`src/rtl/sys_defs.sv`:
```
// Shared core types: physical/architectural register encodings and the
// branch-stack checkpoint entry used by the rename recovery path.
package sys_defs;

  localparam int PHYS_REG_W = 6;

  typedef logic [PHYS_REG_W-1:0] PHYS_REG;
  typedef logic [4:0]            ARCH_REG;

  typedef struct packed {
    PHYS_REG pr;
    logic    ready;
  } PHYS_WITH_READY;

  localparam ARCH_REG ZERO_REG = 5'd31;

  localparam int BS_DEPTH = 4;
  localparam int BS_TAG_W = $clog2(BS_DEPTH);

  typedef logic [BS_TAG_W-1:0] BS_TAG;

  typedef struct packed {
    logic                  valid;
    logic                  resolved;
    PHYS_WITH_READY [30:0] map;
  } BS_ENTRY;

endpackage

```
`src/rtl/bs_cdb_fwd.sv`:
```
// Applies the two CDB completion ports to one 31-entry rename map,
// marking every field whose physical register just completed as ready.
module bs_cdb_fwd
  import sys_defs::*;
(
  input  PHYS_WITH_READY [30:0] map_in,
  input  logic [1:0]            cdb_rd_en,
  input  PHYS_REG [1:0]         cdb_rd,
  output PHYS_WITH_READY [30:0] map_out
);

  always_comb begin
    map_out = map_in;
    for (int j = 0; j < 31; j++) begin
      for (int k = 0; k < 2; k++) begin
        if (cdb_rd_en[k] && (map_in[j].pr == cdb_rd[k])) begin
          map_out[j].ready = 1'b1;
        end
      end
    end
  end

endmodule

```
`src/rtl/branch_stack.sv`:
```
// Rename-map checkpoint stack: snapshots the map per dispatched branch,
// keeps ready bits current from the CDB, and rolls back on mispredict.
module branch_stack
  import sys_defs::*;
#(
  parameter int BS_DEPTH = sys_defs::BS_DEPTH,
  parameter int BS_TAG_W = $clog2(BS_DEPTH)
) (
  input  logic                       clk,
  input  logic                       reset,
  input  logic [1:0]                 dis_br_valid,
  input  PHYS_WITH_READY [1:0][30:0] dis_slot_map,
  input  logic [1:0]                 cdb_rd_en,
  input  PHYS_REG [1:0]              cdb_rd,
  input  logic                       ex_br_valid,
  input  logic [BS_TAG_W-1:0]        ex_br_tag,
  input  logic                       ex_br_mispred,
  output logic [1:0][BS_TAG_W-1:0]   bs_tag,
  output logic [1:0]                 bs_nFree,
  output logic                       br_pred_wrong,
  output PHYS_WITH_READY [30:0]      bs_recov_map,
  output logic [BS_DEPTH-1:0]        bs_squash_mask
);

  localparam int CNT_W = BS_TAG_W + 1;

  typedef logic [BS_TAG_W-1:0] tag_t;
  typedef logic [CNT_W-1:0]    cnt_t;

  BS_ENTRY                    entries [BS_DEPTH];
  tag_t                       head;
  tag_t                       tail;
  cnt_t                       count;

  PHYS_WITH_READY [30:0]      stored_fwd [BS_DEPTH];
  PHYS_WITH_READY [1:0][30:0] dis_fwd;

  tag_t                       head_p1;
  tag_t                       tail_p1;
  tag_t                       head_next;
  tag_t                       dist_tag;
  cnt_t                       free_cnt;
  logic                       ret0;
  logic                       ret1;
  logic [1:0]                 n_ret;
  logic [1:0]                 alloc_en;
  logic [1:0]                 n_alloc;

  for (genvar g = 0; g < BS_DEPTH; g++) begin : g_entry_fwd
    bs_cdb_fwd u_entry_fwd (
      .map_in    (entries[g].map),
      .cdb_rd_en (cdb_rd_en),
      .cdb_rd    (cdb_rd),
      .map_out   (stored_fwd[g])
    );
  end

  for (genvar d = 0; d < 2; d++) begin : g_dis_fwd
    bs_cdb_fwd u_dis_fwd (
      .map_in    (dis_slot_map[d]),
      .cdb_rd_en (cdb_rd_en),
      .cdb_rd    (cdb_rd),
      .map_out   (dis_fwd[d])
    );
  end

  bs_cdb_fwd u_recov_fwd (
    .map_in    (entries[ex_br_tag].map),
    .cdb_rd_en (cdb_rd_en),
    .cdb_rd    (cdb_rd),
    .map_out   (bs_recov_map)
  );

  assign br_pred_wrong = ex_br_valid & ex_br_mispred;

  assign head_p1   = head + 1'b1;
  assign tail_p1   = tail + 1'b1;
  assign bs_tag[0] = tail;
  assign bs_tag[1] = dis_br_valid[0] ? tail_p1 : tail;

  assign free_cnt = cnt_t'(BS_DEPTH) - count;
  assign bs_nFree = (free_cnt >= cnt_t'(2)) ? 2'd2 : free_cnt[1:0];

  // Retire only looks at resolved bits already latched, never this cycle's resolve.
  assign ret0      = entries[head].valid & entries[head].resolved;
  assign ret1      = ret0 & entries[head_p1].valid & entries[head_p1].resolved;
  assign n_ret     = {1'b0, ret0} + {1'b0, ret1};
  assign head_next = head + tag_t'(n_ret);

  assign alloc_en = dis_br_valid & {2{~br_pred_wrong}};
  assign n_alloc  = {1'b0, alloc_en[0]} + {1'b0, alloc_en[1]};

  // Age is measured from head so a completely full stack still squashes correctly.
  assign dist_tag = ex_br_tag - head;

  always_comb begin
    tag_t dist_i;
    bs_squash_mask = '0;
    for (int i = 0; i < BS_DEPTH; i++) begin
      dist_i = tag_t'(i) - head;
      bs_squash_mask[i] = br_pred_wrong && (dist_i >= dist_tag) &&
                          ({1'b0, dist_i} < count);
    end
  end

  always_ff @(posedge clk) begin
    if (reset) begin
      head  <= '0;
      tail  <= '0;
      count <= '0;
      for (int i = 0; i < BS_DEPTH; i++) begin
        entries[i] <= '0;
      end
    end else begin
      for (int i = 0; i < BS_DEPTH; i++) begin
        entries[i].map <= stored_fwd[i];
      end
      if (ex_br_valid && !ex_br_mispred) begin
        entries[ex_br_tag].resolved <= 1'b1;
      end
      if (ret0) begin
        entries[head].valid    <= 1'b0;
        entries[head].resolved <= 1'b0;
      end
      if (ret1) begin
        entries[head_p1].valid    <= 1'b0;
        entries[head_p1].resolved <= 1'b0;
      end
      for (int i = 0; i < BS_DEPTH; i++) begin
        if (bs_squash_mask[i]) begin
          entries[i].valid    <= 1'b0;
          entries[i].resolved <= 1'b0;
        end
      end
      if (alloc_en[0]) begin
        entries[bs_tag[0]] <= '{valid: 1'b1, resolved: 1'b0, map: dis_fwd[0]};
      end
      if (alloc_en[1]) begin
        entries[bs_tag[1]] <= '{valid: 1'b1, resolved: 1'b0, map: dis_fwd[1]};
      end

      head <= head_next;
      if (br_pred_wrong) begin
        tail  <= ex_br_tag;
        count <= {1'b0, tag_t'(ex_br_tag - head_next)};
      end else begin
        tail  <= tail + tag_t'(n_alloc);
        count <= count - cnt_t'(n_ret) + cnt_t'(n_alloc);
      end
    end
  end

endmodule

```
`config.mk`:
```
export PLATFORM = sky130hd
export DESIGN_NAME = branch_stack
export DESIGN_NICKNAME = d
export VERILOG_FILES = /design/src/rtl/sys_defs.sv /design/src/rtl/bs_cdb_fwd.sv /design/src/rtl/branch_stack.sv
export SDC_FILE = /design/constraint.sdc
export NUM_CORES = 2
export LEC_CHECK = 0
export ABC_CLOCK_PERIOD_IN_PS = 3800
export CORE_AREA = 2 2 437 439
export CTS_CLUSTER_SIZE = 40
export DETAILED_ROUTE_END_ITERATION = 8
export DIE_AREA = 0 0 439 441
export PLACE_DENSITY = 0.73
export SLEW_MARGIN = 20
export SYNTH_ARGS = -nofsm -noshare
export SYNTH_HDL_FRONTEND = slang
export SYNTH_HIERARCHICAL = 1
export SYNTH_SLANG_ARGS = --single-unit
export TNS_END_PERCENT = 10
```
`constraint.sdc`:
```
create_clock -name clk -period 3.8 [get_ports clk]
set_input_delay 0.38 -clock clk [delete_from_list [all_inputs] [get_ports clk]]
set_output_delay 0.38 -clock clk [all_outputs]
set_load 0.02 [all_outputs]
```
==> summary.txt <==
Setup path
  – Crit path launch type: register
  – Required time worst endpoint: 3.42 ns
  – CP Data Arrival Time: between 3 and 4 ns
  – Largest stage delay, worst path: 0.66 ns
  – R2R Setup Slk: 0.41 ns
  – CP startpoint: entries[0][51]
  – Origin of the critical flop-to-flop path: head[0]
  – Top cell family by delay on the critical path: buffers and inverters
  – Slowest cell on the critical path: sky130_fd_sc_hd__clkdlybuf4s50_1
  – Worst-path fanout max: 4
  – Buf/Inv on CP: 1
  – Kind of critical path: register to output pin
  – Cell breakdown of the critical path: mux4_2 -> xnor2_1 -> nand4_1 -> nor4_1 -> or3_1 -> clkdlybuf4s50_1
  – Crit. End Element: output pin

Power and ir drop
  – Part of the power in the clock network: 31.5%
  – Internal power contribution: 23.1 mW
  – Switching part of the total: 35.0%
  – Overall power: 35.5 mW
  – Leakage power total: 38.9 nW
  – Net switching component of the power: between 10 and 15 mW
  – Logic gate share of total power: 31.9%
  – Proportion of power drawn by flip-flops and latches: between 30% and 40%
  – Power per cell area: 361 nW/um^2
  – Worst ir drop on vdd: 410 uV

Die
  – Vertical die dimension: 441 um
  – Die area: 194000 um^2
  – Starting Density: 49.6%
  – Standard-cell row count: 160
  – I/O Pins: 684
  – Core Area: 189000 um^2
  – Die width: approximately 440 um

Route
  – DRC marker count from the first detailed-route iteration: 11033
  – Vias: slightly above 80000
  – Detailed-route DRC error count: 0
  – 1st-pass router iterations: 7
  – Routed vias/inst: 6.25
  – Mean routed wirelength per cell: 27.3 um
  – Number of nets still failing antenna checks after routing: 0
  – Total wirelength of the detailed-routed design: 354000 um

Clock network
  – TritonCTS buffer count: ~110
  – Buffer cell driving the clock tree root: sky130_fd_sc_hd__clkbuf_16
  – Number of buffers between clock root and the deepest sink: 3
  – Worst-path clk slew: around 0.06 ns
  – Clk_lat worst skew: 0.78 ns
  – Total clock sinks: 883
  – Number of H-tree branching levels: 3
  – CTS tree: done

Synth
  – Yosys warns: 6
  – Unique masters post-synth: 56
  – Number of enable flip-flop cells after synthesis: 651
  – Sequential-to-total area share from yosys stat: 25.8%
  – Cells after Synth: between 10000 and 15000
  – Dominant synthesized flop cell: sky130_fd_sc_hd__edfxtp_1
  – Mean area per synthesized cell: ~9 um^2
  – Post-synthesis register bit count: 883
  – Netlist Area Pre-Place: 93800 um^2
  – Largest area contributor in the synthesized netlist: sky130_fd_sc_hd__edfxtp_1
  – Share of Yosys cell area claimed by the top area cell type: 20.8%
  – Async set-or-reset flop fraction in the synthesized netlist: 0%
  – Cell types occupying the most area after synthesis: sky130_fd_sc_hd__edfxtp_1, sky130_fd_sc_hd__xnor2_1, sky130_fd_sc_hd__xor2_1, sky130_fd_sc_hd__buf_4, sky130_fd_sc_hd__a21oi_1

GRT
  – Global-route track usage on met2: 54.3%
  – Via count of the first global-routing pass: between 70000 and 80000
  – Wire length of the first global-routing pass: approximately 520000 um
  – Global-route total usage across every layer: between 30% and 40%
  – Maximum number of pins on one net before global-route repair: 193
  – Antenna violations before repair: a little under 80
  – GRT overflow: 0
  – Global routing met1 resource utilization: 42.8%
  – Met3 Track Usage GR: 6.99%
  – Global routing's busiest layer: met2

Outcome
  – Status: finished clean

Cells and area
  – Share of layout cells above drive strength 1: 8.18%
  – Final-layout fill cell count: 17253
  – Layout area overhead: 4.97%
  – FF+latch area: 24200 um^2
  – Commonest cells after routing, fill and taps aside: sky130_fd_sc_hd__a21oi_1, sky130_fd_sc_hd__xnor2_1, sky130_fd_sc_hd__xor2_1
  – Most common library cell in the layout ignoring fill and taps: sky130_fd_sc_hd__a21oi_1
  – Layout Cell Area excl Fill: approximately 100000 um^2
  – Area of combinational cells with multiple inputs: about 56000 um^2
  – Layout net count: 10787

STA
  – Number of endpoints failing setup at the final stage: 0
  – Final Max Tran Viols: 0
  – Number of endpoints with negative hold slack in the final report: 0
  – Transition at the pin with the smallest max-transition slack: 0.939 ns
  – Normalized max-slew margin: approximately 37%
  – Worst hold-check slack: 0.276 ns
  – Upper clock frequency limit: between 200 and 300 MHz
  – Sum Neg Setup Slack: 0 ns
  – Fin Clk Skew: 0.0356 ns
  – Final critical delay including setup and external delays: 3.67 ns
  – RSZ-0062 raised after global routing: false
  – Fraction of the cycle the final worst path needs: between 90 and 100%

Place
  – Count of input and output buffers: between 600 and 700
  – Final weighted congestion in routability-driven placement: 0.991
  – Cell Area, Placed: 94500 um^2
  – Half-perimeter wire length after detailed placement: 244000 um

Run
  – Max Cap Viol: 0

Hold path
  – Hold path start: ex_br_tag[0]
  – Worst hold path type: input pin to register
[kinds of logic (layout without fill, tap and decap cells)]
family | Yosys count | in the layout | share of synthesized area, %
other | 1 | 725 | 0.00400
flip-flops | 883 | 883 | 25.8
XOR/XNOR | 2617 | 2617 | 24.5
multiplexers | 220 | 220 | 5.27
adder cells (fa/ha/maj) | 29 | 29 | 0.419
buffers and inverters | 2242 | 1338 | 17.5
AO/OA/AOI/OAI | 1769 | 1769 | 9.60
AND/OR/NAND/NOR | 2889 | 2889 | 17.0
[power by group through the flow]
stage / registers (mW) / clock network [mW] / logic, mW
finish: 13.0 / 11.2 / 11.3
global route: 13.1 / 11.6 / 11.9
detailed placement: 13.1 / 0 / 11.0
CTS: 12.9 / 11.2 / 11.0
floorplan: 12.6 / 0 / 9.17
global placement: 13.1 / 0 / 10.7
[final timing paths]
kind                       to  depth (start not counted)
max          bs_recov_map[49]                          6
min                  count[0]                          4
min reg2reg   entries[2][218]                          2
max reg2reg          count[2]                         14
[through the flow]
| step | util [%] | cells | worst slack [ns] |
|---|---|---|---|
| after floorplan | - | 11300 | 0.355 |
| after global routing | 52.0 | 12979 | 0.00682 |
| final | 52.0 | 12981 | 0.134 |
| after detailed placement | 50.0 | 12700 | 0.242 |
| after CTS | 51.9 | 12907 | 0.0332 |
| after global placement | 50.0 | 12700 | 0.241 |
[cell usage after synthesis (5+ instances only)]
| cell type | n |
|---|---|
| sky130_fd_sc_hd__nor3_1 | 11 |
| sky130_fd_sc_hd__buf_12 | 70 |
| sky130_fd_sc_hd__nor4_1 | 439 |
| sky130_fd_sc_hd__o311ai_1 | 5 |
| sky130_fd_sc_hd__edfxtp_1 | 651 |
| sky130_fd_sc_hd__buf_8 | 35 |
| sky130_fd_sc_hd__and2_1 | 7 |
| sky130_fd_sc_hd__nor2_1 | 873 |
| sky130_fd_sc_hd__xor2_1 | 1305 |
| sky130_fd_sc_hd__xnor2_1 | 1311 |
| sky130_fd_sc_hd__nand4_1 | 438 |
| sky130_fd_sc_hd__ha_1 | 25 |
| sky130_fd_sc_hd__buf_4 | 1401 |
| sky130_fd_sc_hd__or3_1 | 219 |
| sky130_fd_sc_hd__buf_6 | 141 |
| sky130_fd_sc_hd__buf_2 | 117 |
| sky130_fd_sc_hd__buf_1 | 34 |
| sky130_fd_sc_hd__dfxtp_1 | 232 |
| sky130_fd_sc_hd__a21oi_1 | 1739 |
| sky130_fd_sc_hd__nand2_1 | 10 |
| sky130_fd_sc_hd__clkbuf_1 | 419 |
| sky130_fd_sc_hd__nand2b_1 | 5 |
| sky130_fd_sc_hd__inv_1 | 20 |
| sky130_fd_sc_hd__mux4_2 | 219 |
| sky130_fd_sc_hd__and3_1 | 874 |
[cell type report]
type | count | area share [%]
repair buffers | 1108 | 11.6
well taps | 2511 | 3.19
multi-input cells | 8175 | 56.6
diodes | 74 | 0.188
flip-flops and latches | 883 | 24.6
clock buffers | 154 | 3.10
inverters | 25 | 0.104
clock inverters | 51 | 0.614
[repair_timing]
| action | CTS | global route |
|---|---|---|
| endpoints found under the setup margin | 3 | 5 |
| hold buffers | 2 | 0 |
| gates resized for setup | 4 | 5 |
| hold endpoints to repair | 2 | 0 |
| buffers inserted | 0 | 0 |
[metal layers]
layer  share of wire, %  vias up
met1                 35    38869
met5                  0        -
met4                8.4        0
li1                   -    34757
met3                 11     1428
met2                 45     6020
[sequential cells by signal, indices dropped and copies added (netlist names)]
register  count
tail          2
count         3
entries     876
head          2
[worst reg2reg max path, delay by kind of cell, from the launching register on]
kind,cells,cell delay [ns]
simple gates,2,0.24
flops,1,0.33
mux,1,0.52
xor+xnor,2,0.35
buf+inv,4,0.29
fa+ha+maj,5,1.55
No activity file was read; power rests on OpenSTA's default activity.
